`src/rtl/mem_read_sequencer.sv`:
```
// Memory read sequencer: takes a one-shot read request from the control unit,
// runs a request/acknowledge handshake to memory, captures the returned word
// into a held register and reports completion or timeout.
//
// Handshake: the control side requests with rd_start, which is sampled only
// while rd_busy is low. A request seen while rd_busy is high is dropped, not
// queued. Towards memory, mem_en is the request. It stays high, with mem_addr
// stable, until memory answers with mem_ack or the wait budget runs out.
// mem_rdata is consumed only on an edge where mem_en and mem_ack are both high.
module mem_read_sequencer #(
    parameter int DATA_W  = 16,
    parameter int ADDR_W  = 16,
    parameter int TIMEOUT = 8
) (
    input  logic              CLK,
    input  logic              Reset,
    input  logic              rd_start,
    input  logic [ADDR_W-1:0] rd_addr,
    output logic              rd_busy,
    output logic              rd_done,
    output logic              rd_error,
    output logic [DATA_W-1:0] rd_data,
    output logic              mem_en,
    output logic [ADDR_W-1:0] mem_addr,
    input  logic [DATA_W-1:0] mem_rdata,
    input  logic              mem_ack,
    output logic [1:0]        dbg_state
);

    // Wide enough to hold TIMEOUT; a TIMEOUT of 1 still gets a 1-bit counter.
    localparam int CNT_W = (TIMEOUT < 2) ? 1 : $clog2(TIMEOUT + 1);
    localparam logic [CNT_W-1:0] CNT_LAST = CNT_W'(TIMEOUT - 1);

    localparam logic [1:0] ST_IDLE = 2'd0;
    localparam logic [1:0] ST_WAIT = 2'd1;
    localparam logic [1:0] ST_DONE = 2'd2;

    logic [1:0]       state;
    logic [CNT_W-1:0] wait_cnt;

    // Sequencer state, wait counter and the held address/data/error registers.
    always_ff @(posedge CLK) begin
        if (Reset) begin
            state    <= ST_IDLE;
            wait_cnt <= '0;
            mem_addr <= '0;
            rd_data  <= '0;
            rd_error <= 1'b0;
        end else begin
            case (state)
                ST_IDLE: begin
                    if (rd_start) begin
                        mem_addr <= rd_addr;
                        rd_error <= 1'b0;
                        wait_cnt <= '0;
                        state    <= ST_WAIT;
                    end
                end
                ST_WAIT: begin
                    // An ack on the final budgeted edge still counts as success.
                    if (mem_ack) begin
                        rd_data <= mem_rdata;
                        state   <= ST_DONE;
                    end else if (wait_cnt == CNT_LAST) begin
                        rd_error <= 1'b1;
                        state    <= ST_DONE;
                    end else begin
                        wait_cnt <= wait_cnt + 1'b1;
                    end
                end
                ST_DONE: begin
                    state <= ST_IDLE;
                end
                default: begin
                    state <= ST_IDLE;
                end
            endcase
        end
    end

    // Status and memory request are decoded from state alone, so no input
    // reaches an output without passing through a register.
    always_comb begin
        mem_en    = (state == ST_WAIT);
        rd_busy   = (state == ST_WAIT) || (state == ST_DONE);
        rd_done   = (state == ST_DONE);
        dbg_state = state;
    end

endmodule

```
`config.mk`:
```
export PLATFORM = sky130hd
export DESIGN_NAME = mem_read_sequencer
export DESIGN_NICKNAME = d
export VERILOG_FILES = /design/src/rtl/mem_read_sequencer.sv
export SDC_FILE = /design/constraint.sdc
export NUM_CORES = 1
export LEC_CHECK = 0
export ABC_AREA = 1
export BUFFER_PORTS_ARGS = -buffer_cell sky130_fd_sc_hd__buf_2
export CORE_ASPECT_RATIO = 0.8
export CORE_UTILIZATION = 35
export CTS_CLUSTER_DIAMETER = 120
export DETAILED_ROUTE_END_ITERATION = 12
export GPL_TIMING_DRIVEN = 0
export HOLD_SLACK_MARGIN = 0.02
export PLACE_DENSITY = 0.64
export SYNTH_ARGS = -nofsm -noshare
export SYNTH_HDL_FRONTEND = slang
export SYNTH_SLANG_ARGS = --single-unit
```
`constraint.sdc`:
```
create_clock -name CLK -period 2.54 [get_ports CLK]
set_input_delay 0.381 -clock CLK [delete_from_list [all_inputs] [get_ports CLK]]
set_output_delay 0.381 -clock CLK [all_outputs]
set_load 0.01 [all_outputs]
```
; Word-level counts from Yosys, hierarchy flattened
; Index checks and enable logic that the tools add are counted.
[classes]
muxes = 12
n_eq_ne = 8
addsub = 1
reduce_logical = 8
[ops]
columns = op, n
row1 = 2-to-1 mux 4 bit, 3
row2 = case mux 4 bit (2 select lines), 1
row3 = AND reduction 4 bit, 2
row4 = 2-to-1 mux 2 bit, 3
row5 = inequality test 2 bit (second input constant), 3
row6 = AND reduction 2 bit, 3
row7 = adder 4 x 1 -> 4 bit (second input constant), 1
row8 = equality test 4 x 3 -> 1 bit (second input constant), 1
row9 = case mux 2 bit (2 select lines), 1
row10 = 2-to-1 mux 1 bit, 3
row11 = inequality test 3 x 1 -> 1 bit (second input constant), 1
row12 = equality test 2 x 1 -> 1 bit (second input constant), 1
row13 = equality test 2 bit (second input constant), 1
row14 = zero test 2 bit, 1
row15 = inequality test 2 x 1 -> 1 bit (second input constant), 1
row16 = case mux 1 bit (2 select lines), 1
row17 = nonzero test 2 bit, 1
row18 = logical OR 1 bit, 1
[word_totals]
input_bits = 36
wordCells = 34
output_inout_bits = 38
register_bits = 39

; Depth between registers and ports, before layout
[depth]
ltp_word = 4
mapped_depth = 9
mapped_depth_nobuf = 9

; Least setup slack after synthesis
; OpenSTA, ideal clock, no wires.
[synth_timing]
path_type = reg-to-reg
startpoint = register state[1], in the netlist dbg_state[1]
endpoint = register wait_cnt[3]
stages_incl_launch_ff = 8
t_required_ns = 2.478
period_less_slack_ns = 1.364
setup_ns = 0.062
n_path_buf = 0
path_slack_ns = 1.176
t_arrival_ns = 1.302
cell_sequence = dfxtp_1 -> inv_1 -> ha_1 -> nor2_2 -> nor2_8 -> nand3_1 -> nand2_1 -> nor2_2
[synth_via]
elab_chain_cells = 3
word_cells_on_any_way = 8
classes_between = 4 x eq/ne / 1 x mux / 3 x reduce/logical
[synth_rtl]
columns = element, line_no
row1 = "start, declared", 38  ; logic [1:0] state;
row2 = "start signal, assigned", 44  ; state <= ST_IDLE;
row3 = "start signal, assigned", 56  ; state <= ST_WAIT;
row4 = "start signal, assigned", 63  ; state <= ST_DONE;
row5 = equality test 2 x 1 -> 1 bit (*), -
row6 = named net mem_en, 23  ; output logic mem_en,
row7 = inequality test 2 bit (no line) / nonzero test 2 bit (equally long branches), -
row8 = AND reduction 4 bit (no line), -
row9 = "end signal, assigned", 68  ; wait_cnt <= wait_cnt + 1'b1;
row10 = "end, declared", 39  ; logic [CNT_W-1:0] wait_cnt;
; The timed path passes the listed nets; every way through them passes the cells marked *.
; A chain may end at the register's enable or synchronous reset.

; Final worst setup path
[layout_timing]
startpoint = register state[1], in the netlist dbg_state[1]
endpoint = output mem_en
[layout_via]
elab_chain_cells = 1
[layout_rtl]
columns = element, line_no
row1 = equality test 2 x 1 -> 1 bit, 84  ; mem_en = (state == ST_WAIT);
row2 = "end, declared", 23
; No other way between the ends.

==> results.md <==
- Status: complete, no violations
- Boundary Pins: 74
- Vias per inst: 4.40
- Crit path buf inv count: 2
- CTS Hold Bufs: 0
- CTS tree: yes
- Flop pwr share: 0.480
- Final core occ: 0.500
- Period Utilization, post-route: 0.640
- WP data arrival: 1240 ps
- Int Pwr: around 1.0 mW
- Port-buffer cells: 73
- Initial antenna violation count: 0
- Post-CTS Repair Setup Buffers: 0
- GRT Total Usage: 0.159
- Clock transition at path regs: 80 ps
- Fillers: 476
- Post-route cell area: 2130 um^2
- Clk_lat worst skew: 290 ps
- Area Overhead vs Synth: 34.0%
- Final ANT Viol Nets: 0
- Minimum clock period: 1620 ps
- Worst path max stage delay: between 300 and 400 ps
- Max transition margin: 0.721
- N_diodes: 0
- Startpoint types: register
- Max-cap violations: 0
- Worst VDD drop: 0.000390 V
- CP Max Fanout: 7
- Clock Tree Buf Depth: 2
- Total net switching power: about 0.40 mW
- Cells along the critical path: inv_1 -> ha_1 -> buf_2
- Clock sinks: 39
- Die Width: 77.3 um
- Pleak: between 1 and 1.5 nW
- Vias: roughly 1,500
- Setup crit end kind: output pin
- CTS root buffer: clkbuf_8
- Crit-path slowest cell: dfxtp_1
- Gr ovfl total: 0
- DP Area: 2030 um^2
- Drt pass-1 iters: 4
- Critical path data required time: 2160 ps
- Global-route wire length before repair: 5950 um
- Pwr dens: 670 nW/um^2
- Yosys warns: 0
- Hold WC Path Type: in -> reg
- Layout Nets: between 300 and 400
- Crit-path leading delay family: flip-flops
- Resized cells post-CTS: 0
- Syn_area_per_cell: slightly below 8 um^2
- Count of final setup violators: 0
- Die area: 4820 um^2
- Syn_nets: 246
- Vias in the first global route: 1,312
- Share of cells above drive strength 1: 0.364
- Worst Hold Slack: 302 ps
- DRC: 0
- Largest net degree at the start of global routing: 13
- Final Hold Viols: 0
- Starting DRT DRC Count: 72
- Routability cong.: around 0.77
- Sequential area share after synthesis: 0.491
- Mapped Area: 1590 um^2
- Logic gate share of total power: 0.198
- Row count: 21
- RSZ-0062 raised after global routing: false
- Clock skew: 7.00 ps
- Synthesized flop and latch total: 39
- Drt total wl: 3570 um
- Num CTS Buffers: 5
- Clock power share: 0.322
- Synth unique cells: 21
- Core area: 4260 um^2
- Cell count after synthesis: 205
- Average wire per standard cell: between 10 and 15 um
- Tot Pwr: 1.43 mW
- Final Max Slew Viols: 0
- Tightest Pin Transition: 419 ps
- Switching share of total power: 0.282
- TNS Setup: 0 ps
- Die Ht: 62.3 um
- Fmax: about 0.62 GHz
- Initial Util: 0.373
- Critical path class: reg -> out
- Clock H-tree levels: 2
- HPWL Detailed: 2630 um
-- worst register-to-register path: stages (launching register included) --
cell and delay (ps):
dfxtp_1 370, inv_1 90, ha_1 210, nand2_2 200
nand2_4 100, nor2_8 170, nand3_1 90, nand2_1 80
nor2_2 40
-- synthesized netlist by cell type, drive strengths merged --
master | n | share of area
nand2 | 22 | 0.065
nand3 | 7 | 0.031
buf | 6 | 0.024
a21oi | 5 | 0.016
inv | 12 | 0.028
clkbuf | 1 | 0.0024
nor2 | 74 | 0.19
dfxtp | 39 | 0.49
o21ai | 33 | 0.10
ha | 5 | 0.039
nand4 | 1 | 0.0039
-- through the flow --
stage	instances	worst slack, ps
2_1_floorplan	205	1180
3_3_place_gp	335	1110
3_5_place_dp	335	1100
4_1_cts	343	875
5_1_grt	343	820
6_report	343	915
-- sequential cells by signal, summed over array words and instances (netlist names) --
signal	count
dbg_state	2
rd_data	16
mem_addr	16
wait_cnt	4
rd_error	1
-- routing by layer --
layer  vias up  wire [um]  track usage
met2        38       1580        0.240
met1       656       1750        0.209
li1        809          -            -
met5         -          0            0
met3         6        169       0.0456
met4         0         63       0.0708
-- cell families after synthesis --
| logic type | Yosys count | synth area share |
|---|---|---|
| compound gates | 38 | 0.120 |
| fa+ha+maj | 5 | 0.0394 |
| simple gates | 104 | 0.294 |
| buf+inv | 19 | 0.0551 |
| flops | 39 | 0.491 |
-- cells in the final DEF (no fill, tap or decap), types with 3 or more instances in the layout --
cell	Yosys	routed
nor2_1	69	69
clkbuf_8	0	7
ha_1	5	5
o21ai_1	21	21
nor2_2	3	3
nand3_2	3	3
a21oi_1	5	5
nand3_1	4	4
inv_2	3	3
nand2_2	5	5
dfxtp_1	39	39
inv_1	9	9
o21ai_0	12	12
nand2_1	16	16
buf_2	4	77
-- area by class of cell --
class / count / area [um^2] / share of cell area
sequential: 39 / 781 / 0.367
multi-input combinational: 147 / 721 / 0.338
timing repair buffer: 73 / 365 / 0.172
clock buffer: 7 / 96.3 / 0.0452
tap: 57 / 71.3 / 0.0335
inverter: 12 / 45.0 / 0.0212
buffer: 7 / 42.5 / 0.0200
clock inverter: 1 / 7.51 / 0.00353
-- power groups by stage --
stage	clock [mW]	combinational, mW	sequential [mW]
after global placement	0	0.282	0.697
final	0.459	0.282	0.684
after floorplan	0	0.156	0.721
after detailed placement	0	0.285	0.699
after global routing	0.511	0.319	0.691
after CTS	0.481	0.286	0.685
-- path summary, 6_finish.rpt --
kind,startpoint,end,slack (ps),cells past startpoint
worst max register to register,dbg_state[1]$_SDFFE_PP0P_,wait_cnt[3]$_SDFFE_PP0P_,1100,8
worst min register to register,rd_data[3]$_SDFFE_PP0P_,rd_data[3]$_SDFFE_PP0P_,480,2
worst min-delay path,Reset,dbg_state[0]$_SDFFE_PP0P_,300,2
worst max-delay path,dbg_state[1]$_SDFFE_PP0P_,mem_en,920,3
Note: power is estimated with default switching activity, not from simulation.
